[config.mk]
export PLATFORM = sky130hd
export DESIGN_NAME = branch_ctrl_seq
export DESIGN_NICKNAME = d
export VERILOG_FILES = /design/src/rtl/branch_ctrl_seq.sv
export SDC_FILE = /design/constraint.sdc
export NUM_CORES = 1
export LEC_CHECK = 0
export ABC_CLOCK_PERIOD_IN_PS = 2100
export CAP_MARGIN = 30
export CORE_MARGIN = 5
export CORE_UTILIZATION = 22
export CTS_CLUSTER_DIAMETER = 30
export CTS_CLUSTER_SIZE = 25
export DETAILED_ROUTE_END_ITERATION = 6
export PLACE_DENSITY = 0.93
export SKIP_LAST_GASP = 1
export SYNTH_ARGS = -nofsm -noshare
export SYNTH_HDL_FRONTEND = slang
export SYNTH_SLANG_ARGS = --single-unit
[constraint.sdc]
create_clock -name clock -period 2.1 [get_ports clock]
set_clock_uncertainty 0.1 [all_clocks]
set_input_delay 0.525 -clock clock [delete_from_list [all_inputs] [get_ports clock]]
set_output_delay 0.525 -clock clock [all_outputs]
set_load 0.03 [all_outputs]
[src/rtl/branch_ctrl_seq.sv]
// branch_ctrl_seq: hardwired control-step sequencer for the conditional-branch
// class (brzr/brnz/brpl/brmi). It walks T0..T6, drives the datapath strobes as
// a Moore decode of the current step, and owns the CON (branch-taken) flop.
module branch_ctrl_seq #(
  parameter int unsigned DATA_WIDTH     = 32,
  parameter logic [4:0]  BR_OPCODE      = 5'b10010,
  parameter int unsigned C2_LSB         = 19,
  parameter bit          SKIP_NOT_TAKEN = 1'b1
) (
  input  logic                  clock,
  input  logic                  clear,
  input  logic                  start,
  input  logic                  mem_ready,
  input  logic [DATA_WIDTH-1:0] ir,
  input  logic [DATA_WIDTH-1:0] bus_value,
  output logic                  PCout,
  output logic                  MARin,
  output logic                  IncPC,
  output logic                  Zin,
  output logic                  Zlowout,
  output logic                  PCin,
  output logic                  Read,
  output logic                  MDRin,
  output logic                  MDRout,
  output logic                  IRin,
  output logic                  Gra,
  output logic                  Rout,
  output logic                  CONin,
  output logic                  Yin,
  output logic                  Cout,
  output logic                  ADD,
  output logic                  Zlowin,
  output logic                  con_ff,
  output logic                  busy,
  output logic                  done,
  output logic                  illegal,
  output logic [3:0]            step
);

  typedef enum logic [3:0] {
    ST_IDLE = 4'd0,
    ST_T0   = 4'd1,
    ST_T1   = 4'd2,
    ST_T2   = 4'd3,
    ST_T3   = 4'd4,
    ST_T4   = 4'd5,
    ST_T5   = 4'd6,
    ST_T6   = 4'd7,
    ST_DONE = 4'd8,
    ST_ILL  = 4'd9
  } state_t;

  state_t state_q, state_d;
  logic   con_ff_q, con_ff_d;
  // Set once T1 has been held for at least one cycle, so PCin fires only once.
  logic   t1_wait_q, t1_wait_d;
  logic   cond;
  logic   opcode_ok;
  logic   ir_unused;

  // Only the opcode and C2 fields of the IR matter to this block.
  assign ir_unused = ^ir;
  assign opcode_ok = (ir[DATA_WIDTH-1 -: 5] == BR_OPCODE);

  // Evaluate the branch condition selected by C2 against the Ra value on the bus.
  always_comb begin
    cond = 1'b0;
    case (ir[C2_LSB+1:C2_LSB])
      2'b00:   cond = (bus_value == '0);
      2'b01:   cond = (bus_value != '0);
      2'b10:   cond = ~bus_value[DATA_WIDTH-1];
      default: cond = bus_value[DATA_WIDTH-1];
    endcase
  end

  // State register; clear abandons any in-flight instruction immediately.
  always_ff @(posedge clock or negedge clear) begin
    if (!clear) begin
      state_q <= ST_IDLE;
    end else begin
      state_q <= state_d;
    end
  end

  // Next-step sequencing, including the T1 memory wait and the T3 exit decision.
  always_comb begin
    state_d = state_q;
    case (state_q)
      ST_IDLE: if (start) state_d = ST_T0;
      ST_T0:   state_d = ST_T1;
      ST_T1:   if (mem_ready) state_d = ST_T2;
      ST_T2:   state_d = ST_T3;
      ST_T3: begin
        if (!opcode_ok) begin
          state_d = ST_ILL;
        end else if (SKIP_NOT_TAKEN && !cond) begin
          state_d = ST_DONE;
        end else begin
          state_d = ST_T4;
        end
      end
      ST_T4:   state_d = ST_T5;
      ST_T5:   state_d = ST_T6;
      ST_T6:   state_d = ST_DONE;
      ST_DONE: state_d = ST_IDLE;
      ST_ILL:  state_d = ST_IDLE;
      default: state_d = ST_IDLE;
    endcase
  end

  // CON is captured at the end of T3 and cleared by the illegal-opcode trap.
  always_comb begin
    con_ff_d = con_ff_q;
    if (state_q == ST_T3) begin
      con_ff_d = cond;
    end else if (state_q == ST_ILL) begin
      con_ff_d = 1'b0;
    end
    t1_wait_d = (state_q == ST_T1) && !mem_ready;
  end

  // CON flop and T1-hold marker, both cleared with the sequencer.
  always_ff @(posedge clock or negedge clear) begin
    if (!clear) begin
      con_ff_q  <= 1'b0;
      t1_wait_q <= 1'b0;
    end else begin
      con_ff_q  <= con_ff_d;
      t1_wait_q <= t1_wait_d;
    end
  end

  // Moore decode of the datapath strobes and status flags from the current step.
  always_comb begin
    PCout   = 1'b0;
    MARin   = 1'b0;
    IncPC   = 1'b0;
    Zin     = 1'b0;
    Zlowout = 1'b0;
    PCin    = 1'b0;
    Read    = 1'b0;
    MDRin   = 1'b0;
    MDRout  = 1'b0;
    IRin    = 1'b0;
    Gra     = 1'b0;
    Rout    = 1'b0;
    CONin   = 1'b0;
    Yin     = 1'b0;
    Cout    = 1'b0;
    ADD     = 1'b0;
    Zlowin  = 1'b0;
    done    = 1'b0;
    illegal = 1'b0;
    case (state_q)
      ST_T0: begin
        PCout = 1'b1;
        MARin = 1'b1;
        IncPC = 1'b1;
        Zin   = 1'b1;
      end
      ST_T1: begin
        Zlowout = 1'b1;
        PCin    = ~t1_wait_q;
        Read    = 1'b1;
        MDRin   = 1'b1;
      end
      ST_T2: begin
        MDRout = 1'b1;
        IRin   = 1'b1;
      end
      ST_T3: begin
        Gra   = 1'b1;
        Rout  = 1'b1;
        CONin = 1'b1;
      end
      ST_T4: begin
        PCout = 1'b1;
        Yin   = 1'b1;
      end
      ST_T5: begin
        Cout   = 1'b1;
        ADD    = 1'b1;
        Zlowin = 1'b1;
      end
      ST_T6: begin
        Zlowout = 1'b1;
        PCin    = con_ff_q;
      end
      ST_DONE: done    = 1'b1;
      ST_ILL:  illegal = 1'b1;
      default: ;
    endcase
  end

  assign busy   = (state_q != ST_IDLE);
  assign con_ff = con_ff_q;
  assign step   = state_q;

endmodule

---- Yosys cells after proc, flatten, opt, wreduce, memory -nomap -nowiden ----
Index checks and enable logic that the tools add are counted.
storage, ports and cells
  bits in registers ....................... 6
  input bits .............................. 68
  output and inout port bits .............. 25
  word-level logic and storage cells ...... 49
operators by class
  eq/ne operators ......................... 14
  mux-type cells .......................... 19
  bitwise logic cells ..................... 2
  reduce and logical (&&, ||, !) cells .... 11
operators with widths
  cell                                            number
  zero test 32 bit                                1
  one-hot mux 4 bit (8 select lines)              1
  nonzero test 32 bit                             1
  == test 4 x 3 -> 1 bit (second input constant)  4
  two-way mux 4 bit                               4
  two-way mux 1 bit                               12
  == test 4 x 2 -> 1 bit (second input constant)  2
  == test 4 bit (second input constant)           2
  == test 5 bit (second input constant)           1
  == test 4 x 1 -> 1 bit (second input constant)  1
  zero test 4 bit                                 1
  inequality test 2 bit (second input constant)   2
  nonzero test 4 bit                              1
  OR reduction 2 bit                              2
  one-hot mux 1 bit (3 select lines)              1
  == test 2 x 1 -> 1 bit (second input constant)  1
  == test 2 bit (second input constant)           1
  zero test 2 bit                                 1
  inverter 1 bit                                  2
  one-hot mux 1 bit (2 select lines)              1
  AND reduction 2 bit                             1
  nonzero test 2 bit                              1
  logical AND 1 bit                               1
  zero test 1 bit                                 1

---- Longest topological paths before layout ----
Gate-level depths: netlist of the first run.
  depth in word-level cells ............... 5
  gate-level depth with buffers ........... 5
  depth with buffers taken out ............ 5

---- Worst setup path before layout of the first run ----
No wires, ideal clock.
  path type ............................... register to output
  from .................................... register state_q[0], in the netlist step[0]
  to ...................................... output MARin
  data arrival time ....................... 2.067 ns
  data required time ...................... 1.475 ns
  slack ................................... -0.592 ns
  stages on the path, launching flop included .. 5
  path buffers ............................ 2
  cells stage by stage .................... dfrtp_1 clkbuf_1 nand2b_1 nor3_1 buf_4
between the ends
  cells in the longest elaborated chain, start to end .. 2
ends and longest elaborated chain
  what                      line  text
  start: declaration        53    state_t state_q, state_d;
  start signal: assignment  81    state_q <= state_d;
  == test 4 x 1 -> 1 bit    n/a
  two-way mux 1 bit         n/a
  end: declaration          17    output logic MARin,
No other way between the ends.

---- Worst setup path in the final report of the first run ----
  from .................................... input ir[20]
  to ...................................... register state_q[3], in the netlist step[3]
between the ends
  cells in the longest elaborated chain, start to end .. 5
  elaborated cells between the ends (all ways) .. 7
  classes of those cells .................. 2 x eq/ne; 4 x mux; 1 x reduce/logical
ends and longest elaborated chain
  what                                    line  text
  start: declaration                      14    input logic [DATA_WIDTH-1:0] ir,
  == test 2 bit (tied with other cells)   68    case (ir[C2_LSB+1:C2_LSB])
  one-hot mux 1 bit (3 select lines) (*)  68
  two-way mux 4 bit (*)                   96    end else if (SKIP_NOT_TAKEN && !cond) begin
  two-way mux 4 bit (*)                   94    if (!opcode_ok) begin
  one-hot mux 4 bit (8 select lines) (*)  88    case (state_q)
Mark *: on every way between the ends. The rest lies on a longest branch, timed or not.
A chain may end at the register's enable or synchronous reset.

==> metrics, run 1 <==
most common cell after layout, fill and taps aside clkdlybuf4s50_1; worst hold-check path type primary input to async pin; Nets 210; final-report setup violation count 0; antenna viol nets, final 0; WS Path Type primary input to flop; Mapped Cells 78; root buffer cell clkbuf_4; post-synthesis adder-cell area fraction 0%; Initial Util 23.0%; CTS tree yes; Pwr Density 1140 mW/mm^2; Peak VDD IR 831 uV; chip height 60.9 um; Avg WL per Cell 13.8 um; Critical Path Start Type primary input; Worst EP arrival 2.08 ns; period utilization 97.1%; Longest Clk Path Bufs 2; syn_nets 146; DR vias/cell 4.84; GR Overflow Total 0; Tmin final 2.04 ns; share of layout cells above drive strength 1 34.8%; antenna violations before repair 0; Core ar. 0.00248 sq mm; largest net degree at the start of global routing 13; die area 0.00371 sq mm; Post-CTS Setup Inserts 0; status finished clean; Post-Synth XOR/XNOR Area 3.08%; syn avg cell area 7.30 sq um; Place WS -0.249 ns; FMAX 490 MHz; ANT cells 0; leakage 0.000579 uW; vias in the first global route 825; CTS clk-pin slew, worst paths 0.05 ns; TritonCTS Buffers 3; multiplexer share of the synthesized area 3.74%; Iter 0 DRT Violations 9; largest family of logic cells by synthesized area simple AND/OR/NAND/NOR gates; # rows 18; max-slew violations 0; Final HPWL DP 2050 um; RSZ-0062 raised after global routing true; worst-path fanout max 2; worst path buffer plus inverter count 1; first-pass GRT wire length 3310 um; number of synthesized register bits 6; yosys warns 0; # DRC 0; Critical Path RT 2.14 ns; Total GRT Usage 12.0%; area grow syn2layout 138%; fin cells 171; Worst Slack Setup Final 0.0603 ns; Port-buffer cells 67; Max-cap violations 0; Hold Vio Cnt, Final 0; RePlAce Congestion 0.709; crit end category flop; placed cell count 167; Post-Route WL 2350 um; Clk Latency, worst-skew pair 0.25 ns; Seq/Total Area, Yosys 26.4%; crit path cell chain clkdlybuf4s50_1, nor4_2, nand4_1, or4_1, o21ai_2, a21oi_2; Syn Std Cell Area 569 sq um; Die Span X 60.9 um; router iterations before antenna repair 2; H-tree depth 1; critical path's top delay family simple AND/OR/NAND/NOR gates; Distinct cells, synth 26; most frequent cells in the layout clkdlybuf4s50_1 (41), buf_4 (23), nor2_1 (11); relative slew slack 79.0%; Hold Slack 0.415 ns; Worst path max stage delay 0.53 ns; clk sinks 6; simple-gate share of the synthesized area 39.6%; via count 828; actual slew at the worst max-slew pin 0.315 ns; # IOs 93; Synth Area in Compound Gates 13.4%; CP max-delay cell or4_1; post-layout util 54.7%
-- synth_stat cells --
cell type  instances  area (sq um)
a21o_1             1          7.51
nor3_1             7          35.0
o31ai_2            1          12.5
inv_1              1          3.75
o21ai_0            3          15.0
buf_4              8          60.1
nand3b_1           1          7.51
nand3_1            1          5.00
nor4_1             8          50.1
mux2i_1            1          10.0
xnor2_1            1          8.76
nand2b_1           6          37.5
mux2_2             1          11.3
nand2_1            4          15.0
or4_1              1          7.51
o31ai_1            1          7.51
o22ai_1            1          6.26
nand4_1            1          6.26
clkbuf_1           4          15.0
a21oi_1            3          15.0
dfrtp_1            6           150
a31oi_1            2          12.5
nor3b_1            1          7.51
nor2_1            12          45.0
or3b_2             1          8.76
xor2_1             1          8.76
-- logic make-up (layout without fill, tap and decap cells) --
group,after synthesis,after routing
AND/OR/NAND/NOR,43,43
XOR/XNOR,2,2
buffers and inverters,13,76
flip-flops,6,6
multiplexers,2,2
AO/OA/AOI/OAI,12,12
-- final timing paths --
check / slack [ns] / endpoint / start / cells past startpoint
min: 0.42 / step[3] / clear / 1
max in group asynchronous: 1.25 / step[1] / clear / 1
max: 0.06 / step[3] / ir[20] / 6
min reg2reg: 0.53 / con_ff / con_ff / 2
max reg2reg: 0.63 / step[2] / step[1] / 4
min in group clock: 0.53 / con_ff / con_ff / 2
-- stage by stage --
step	cell area (sq um)	TNS (ns)	power [uW]
after floorplan	638	-0.204	1010
after global placement	1250	-0.760	1400
after detailed placement	1250	-0.974	1430
after CTS	1280	0	1540
after global routing	1360	-0.142	1640
final	1360	0	1540
-- power by group --
group	switching [uW]	internal, uW
Combinational	674	498
Sequential	84.5	165
Clock	47.9	72.4
Total	807	736
-- per-layer routing --
layer / wire length [um] / global-route usage (%)
met1: 780 / 12.1
met5: 0 / 0
met3: 357 / 5.74
met4: 34 / 3.72
met2: 1180 / 21.5
-- sequential cells by signal, indices dropped and copies added, names as in the netlist --
name / flops
step: 4
con_ff: 1
t1_wait_q: 1
-- final cells by class --
type                       instances  area, sq um
inverter                           1         3.75
fill                             230         1120
tap                               30         37.5
multi-input combinational         59          460
timing repair buffer              71          674
sequential                         6          153
clock buffer                       4         26.3
-- what timing repair did --
item	CTS	global route
hold buffers	0	0
pin swaps	0	10
setup endpoints to repair	4	8
gates resized for setup	2	17
(Power assumes the default switching activity.)
==> run 2, diff against run 1 <==
--- a/config.mk
+++ b/config.mk
@@ -10,8 +10,9 @@
 export CORE_MARGIN = 5
 export CORE_UTILIZATION = 22
 export CTS_CLUSTER_DIAMETER = 30
-export CTS_CLUSTER_SIZE = 25
+export CTS_CLUSTER_SIZE = 8
 export DETAILED_ROUTE_END_ITERATION = 6
+export HOLD_SLACK_MARGIN = 0.15
 export PLACE_DENSITY = 0.93
 export SKIP_LAST_GASP = 1
 export SYNTH_ARGS = -nofsm -noshare
==> results of run 2 <==
No change in the layout: final DEF, timing and power equal those of run 1.
